`config.mk`:
```
export PLATFORM = sky130hd
export DESIGN_NAME = fetch_ctrl
export DESIGN_NICKNAME = d
export VERILOG_FILES = /design/src/rtl/fetch_pkg.sv /design/src/rtl/fetch_sat_cnt16.sv /design/src/rtl/fetch_ctrl.sv
export SDC_FILE = /design/constraint.sdc
export NUM_CORES = 1
export LEC_CHECK = 0
export BUFFER_PORTS_ARGS = -buffer_cell sky130_fd_sc_hd__buf_2
export CORE_MARGIN = 1.5
export CORE_UTILIZATION = 39
export CTS_CLUSTER_SIZE = 16
export DETAILED_ROUTE_END_ITERATION = 7
export PLACE_DENSITY = 0.83
export SLEW_MARGIN = 20
export SYNTH_ARGS = -nofsm -noshare
export SYNTH_HDL_FRONTEND = slang
export SYNTH_SLANG_ARGS = --single-unit
```
`constraint.sdc`:
```
create_clock -name clk -period 4.6 [get_ports clk]
set_clock_uncertainty 0.2 [all_clocks]
set_input_delay 0.69 -clock clk [delete_from_list [all_inputs] [get_ports clk]]
set_output_delay 0.69 -clock clk [all_outputs]
set_load 0.01 [all_outputs]
```
`src/rtl/fetch_pkg.sv`:
```
// fetch_pkg: shared definitions for the fetch-stage sequencer.
//   state_t : fetch_ctrl FSM encoding (RUN, MOVC_RD, MOVC_RST, HALT)
//   CNT_W   : width of the performance counters
package fetch_pkg;

  typedef enum logic [1:0] {
    RUN      = 2'b00,
    MOVC_RD  = 2'b01,
    MOVC_RST = 2'b10,
    HALT     = 2'b11
  } state_t;

  localparam int CNT_W = 16;

endpackage : fetch_pkg

```
`src/rtl/fetch_sat_cnt16.sv`:
```
// sat_cnt16: CNT_W-bit up counter that sticks at all-ones instead of wrapping.
//   clk, rst_n : clock, asynchronous active-low reset (clears the count)
//   inc        : add one this cycle (ignored once saturated)
//   clr        : synchronous clear, wins over inc
//   cnt        : current count
module sat_cnt16
  import fetch_pkg::*;
(
  input  logic             clk,
  input  logic             rst_n,
  input  logic             inc,
  input  logic             clr,
  output logic [CNT_W-1:0] cnt
);

  // NOTE: sequential state is updated only with non-blocking assignments so
  // every register samples the pre-edge value of every other register.
  always_ff @(posedge clk or negedge rst_n) begin
    if (!rst_n) begin
      cnt <= '0;
    end else if (clr) begin
      cnt <= '0;
    end else if (inc && (cnt != {CNT_W{1'b1}})) begin
      cnt <= cnt + 1'b1;
    end
  end

endmodule : sat_cnt16

```
`src/rtl/fetch_ctrl.sv`:
```
// fetch_ctrl: fetch-stage sequencer for the 5-stage 16-bit pipeline.
// Produces PC / IM_ID / ID_EX stall and flush controls, arbitrates the
// single-port instruction memory between fetch and LWI (movc) reads, and
// handles halt.
//   Inputs : clk, rst_n, flow_change_ID_EX, load_use_hz_ID, LWI_instr_ID_EX,
//            hlt_ID, perf_clr
//   Outputs: stall_IM_ID, stall_ID_EX, flush_IM_ID, flush_ID_EX,
//            imem_sel_movc, movc_data_vld, halted, movc_err (sticky),
//            stall_cnt, flush_cnt
// Build option: define FETCH_PERF_EN to enable the saturating stall/flush
// counters; otherwise they read as zero and perf_clr is unused.
module fetch_ctrl
  import fetch_pkg::*;
(
  input  logic             clk,
  input  logic             rst_n,
  input  logic             flow_change_ID_EX,
  input  logic             load_use_hz_ID,
  input  logic             LWI_instr_ID_EX,
  input  logic             hlt_ID,
  input  logic             perf_clr,
  output logic             stall_IM_ID,
  output logic             stall_ID_EX,
  output logic             flush_IM_ID,
  output logic             flush_ID_EX,
  output logic             imem_sel_movc,
  output logic             movc_data_vld,
  output logic             halted,
  output logic             movc_err,
  output logic [CNT_W-1:0] stall_cnt,
  output logic [CNT_W-1:0] flush_cnt
);

  state_t state, state_nxt;
  logic   stall_im, stall_ex, flush_im, flush_ex, sel_movc, data_vld, hlt_st;
  logic   err_set;

  // Controls are combinational so the PC and pipeline registers act on them
  // at the same edge the FSM advances.
  // NOTE: every variable gets a default at the top of always_comb so no path
  // leaves one unassigned and no latch is inferred.
  always_comb begin
    state_nxt = state;
    stall_im  = 1'b0;
    stall_ex  = 1'b0;
    flush_im  = 1'b0;
    flush_ex  = 1'b0;
    sel_movc  = 1'b0;
    data_vld  = 1'b0;
    hlt_st    = 1'b0;
    err_set   = 1'b0;
    unique case (state)
      RUN: begin
        if (flow_change_ID_EX) begin
          // Everything behind a taken branch is wrong-path, including an LWI
          // arriving together with it, which is reported instead.
          flush_im = 1'b1;
          flush_ex = 1'b1;
          err_set  = LWI_instr_ID_EX;
        end else if (LWI_instr_ID_EX) begin
          stall_im  = 1'b1;
          stall_ex  = 1'b1;
          state_nxt = MOVC_RD;
        end else if (load_use_hz_ID) begin
          stall_im = 1'b1;
          flush_ex = 1'b1;
        end else if (hlt_ID) begin
          stall_im  = 1'b1;
          state_nxt = HALT;
        end
      end
      MOVC_RD: begin
        sel_movc  = 1'b1;
        stall_im  = 1'b1;
        stall_ex  = 1'b1;
        state_nxt = MOVC_RST;
      end
      MOVC_RST: begin
        // Memory address is back on the PC so the instruction displaced by
        // the data read is fetched again; ID_EX gets a bubble.
        data_vld  = 1'b1;
        stall_im  = 1'b1;
        flush_ex  = 1'b1;
        state_nxt = RUN;
      end
      HALT: begin
        stall_im = 1'b1;
        hlt_st   = 1'b1;
      end
      default: state_nxt = RUN;
    endcase
  end

  // Gate with rst_n so nothing leaks out from live inputs while in reset.
  assign stall_IM_ID   = rst_n & stall_im;
  assign stall_ID_EX   = rst_n & stall_ex;
  assign flush_IM_ID   = rst_n & flush_im;
  assign flush_ID_EX   = rst_n & flush_ex;
  assign imem_sel_movc = rst_n & sel_movc;
  assign movc_data_vld = rst_n & data_vld;
  assign halted        = rst_n & hlt_st;

  always_ff @(posedge clk or negedge rst_n) begin
    if (!rst_n) begin
      state    <= RUN;
      movc_err <= 1'b0;
    end else begin
      state <= state_nxt;
      if (err_set) movc_err <= 1'b1;
    end
  end

`ifdef FETCH_PERF_EN
  sat_cnt16 u_stall_cnt (
    .clk   (clk),
    .rst_n (rst_n),
    .inc   (stall_IM_ID),
    .clr   (perf_clr),
    .cnt   (stall_cnt)
  );

  sat_cnt16 u_flush_cnt (
    .clk   (clk),
    .rst_n (rst_n),
    .inc   (flush_IM_ID | flush_ID_EX),
    .clr   (perf_clr),
    .cnt   (flush_cnt)
  );
`else
  logic unused_perf_clr;
  assign unused_perf_clr = perf_clr;
  assign stall_cnt       = '0;
  assign flush_cnt       = '0;
`endif

endmodule : fetch_ctrl

```
==> impl_results.md <==
* Status: complete, no violations
* Vias in the first global route at 258
* Share of the synthesized area in the top cell type at 44.96%
* Layout area overhead at -2.576%
* Most used flip-flop cell after synthesis: dfrtp_1
* YS warnings at 0
* Final ANT Viol Nets at 0
* Rows at 13
* Post-synthesis average cell area at slightly above 8 um^2
* Fillers at 149
* Count of final setup violators at 0
* IO Pins at between 40 and 50
* Final net count at 94
* Initial antenna violation count at 0
* Hold Slack at 0.08600 ns
* Via density at 3.615
* First-pass GRT wire length at 924 um
* Sw power at around 0.000029 W
* Starting DRT DRC Count at 2
* Max_cap viols at 0
* Type of origin of the critical path: input port
* Distinct cell type count of the synthesized netlist at 19
* Pins Over Slew Limit at 0
* Max IR drop VDD at 76.48 uV
* Die area at 1601 um^2
* Simple-gate portion of the synthesized area at 13.58%
* Final RePlAce weighted congestion at 0.7091
* Unrepaired setup endpoints after global routing: no
* CTS Sinks at 3
* Pin count of the biggest net entering global routing at 11
* Most frequent cell after synthesis: buf_4
* Total negative setup slack at 0 ns
* Area of the multi-input gates at approximately 330 um^2
* Fin crit period at 2.337 ns
* Lkg Pwr at between 0.3 and 0.4 nW
* PostCTS Resize Cnt at 0
* Mux cell area share after synthesis at 3.747%
* TritonCTS clock tree: done
* Sequential-to-total area share from yosys stat at 14.05%
* Clk_lat worst skew at approximately 0.23 ns
* Total area of sequential cells at 75.07 um^2
* Top cells by area, synth: buf_4 (45%), dfrtp_1 (14%), ha_1 (12%)
* Clock share of power at 49.3%
* Ys async rst share at 100.0%
* CTS buffer count at 3
* Critical path data required time at 3.71 ns
* Synth Register Bits at 3
* Ant. Diodes at 0
* Post-synthesis xor/xnor area fraction at 0%
* Synthesized area at 534.3 um^2
* DR WL/cell at about 7.4 um
* Die height at between 40 and 50 um
* Crit. End Element: output port
* CTS HTree Levels at 1
* Largest area contributor in the netlist: buf_4
* Share of post-route cells with drive strength above 1 at between 20% and 30%
* Final Power at 0.00009129 W
* R2R depth at 5
* Post-route DRC at 0
* Post-CTS Setup Inserts at 0
* Flop pwr share at around 29%
* CTS Buffer Depth at 2
* WS Path Type: input port to output port
* Final Hold Fails at 0
* DR vias at around 350
* Most instantiated cells after synthesis: buf_4 (32), ha_1 (5), and2_1 (4)
* HP Class: input port to asynchronous set/reset pin
* DRT Pass-1 Iters at 2
* Number of port buffers at 13
* Final HPWL DP at 623.8 um
* CTS root buf: clkbuf_4
* Synth Area in Adders at 11.71%
* Tcrit/Tclk final at 50.81%
* Post-synthesis cell count at 65
* Starting Density at between 40% and 50%
* Hold_buf cts at 0
* FMAX at 427.8 MHz
* Int Power at 0.00006258 W
* Arrival time at the worst endpoint at 1.45 ns
* Net Sw Frac at 31.45%
* Post-synthesis compound-gate area fraction at 9.836%
* Global route total overflow at 0
* Main combinational cell family by area after synthesis: buffers and inverters
* Comb pwr share at 21.6%
* GRT Total Usage at 8.902%
* Die W at between 40 and 50 um
* Core area at 1285 um^2
* EDFF count, synth at 0
* DRT Wirelength at 711 um
* Clock-pin slew on the worst setup and hold paths at around 0.030 ns
* P per Cell Area at 175.4 nW/um^2
* CP Max Fanout at 6
[registers in the layout, indices dropped and copies added, names as in the netlist]
| register | cells |
|---|---|
| state | 2 |
| movc_err | 1 |
[cell families (layout without fill, tap and decap cells)]
family | Yosys count | after routing
adder cells (fa/ha/maj) | 5 | 5
other | 1 | 32
AND/OR/NAND/NOR | 13 | 13
buffers and inverters | 34 | 19
AO/OA/AOI/OAI | 7 | 7
flip-flops | 3 | 3
multiplexers | 2 | 2
[cell type report]
type | count | share of cell area (%)
sequential | 3 | 14.42
tap | 15 | 3.606
timing repair buffer | 13 | 12.50
inverter | 2 | 1.442
clock buffer | 4 | 5.048
multi-input combinational | 59 | 62.98
[path summary, 6_finish.rpt]
| kind | startpoint | endpoint | slack (ns) |
|---|---|---|---|
| worst min-delay path | rst_n | movc_err$_DFFE_PN0P_ | 0.09 |
| worst max register to register | state[0]$_DFFE_PN0P_ | state[0]$_DFFE_PN0P_ | 2.99 |
| max in group asynchronous | rst_n | state[0]$_DFFE_PN0P_ | 3.96 |
| min in group clk | movc_err$_DFFE_PN0P_ | movc_err$_DFFE_PN0P_ | 0.26 |
| worst min register to register | movc_err$_DFFE_PN0P_ | movc_err$_DFFE_PN0P_ | 0.26 |
| worst max-delay path | LWI_instr_ID_EX | flush_ID_EX | 2.26 |
[worst max-delay path, cell delays in order]
cell     delay, ns
buf_2         0.12
and2b_1       0.18
o21a_1        0.17
o21a_1        0.16
buf_2         0.13
[placed cells by master (no fill, tap or decap)]
cell      count
o21ai_0       1
conb_1       32
a31o_2        1
dfrtp_1       3
and2b_1       1
o221a_2       1
and3_2        1
inv_1         2
o21a_1        3
nand2_1       2
and2_1        4
mux2i_1       2
clkbuf_1      1
nand2b_1      1
buf_2        13
a21oi_1       1
clkbuf_4      3
nor3_1        1
ha_1          5
nor2b_1       1
nor2_1        2
[power by group through the flow]
stage	Sequential (W)	Clock, W	Combinational [W]
after global routing	0.0000265	0.0000494	0.0000231
after global placement	0.0000269	0	0.0000191
after floorplan	0.0000269	0	0.0000341
after detailed placement	0.0000269	0	0.0000194
after CTS	0.0000265	0.0000479	0.0000194
final	0.0000266	0.0000451	0.0000197
[routing by layer]
layer | global-route usage (%) | share of wire [%] | routed length [um]
met1 | 8.081 | 33 | 234
met2 | 16.53 | 56 | 399
met3 | 1.667 | 11 | 77
met4 | 7.759 | 0 | 0
met5 | 0 | 0 | 0
[per-stage QoR]
| step | instances | cell area, um^2 | util (%) | setup slack, ns |
|---|---|---|---|---|
| 5_1_grt | 96 | 520.5 | 40.51 | 2.133 |
| 6_report | 96 | 520.5 | 40.51 | 2.263 |
| 4_1_cts | 96 | 520.5 | 40.51 | 2.255 |
| 2_1_floorplan | 96 | 650.6 | - | 2.524 |
| 3_5_place_dp | 92 | 494.2 | 38.46 | 2.255 |
| 3_3_place_gp | 92 | 494.2 | 38.46 | 2.255 |
Power figures use the tool's default switching activity.
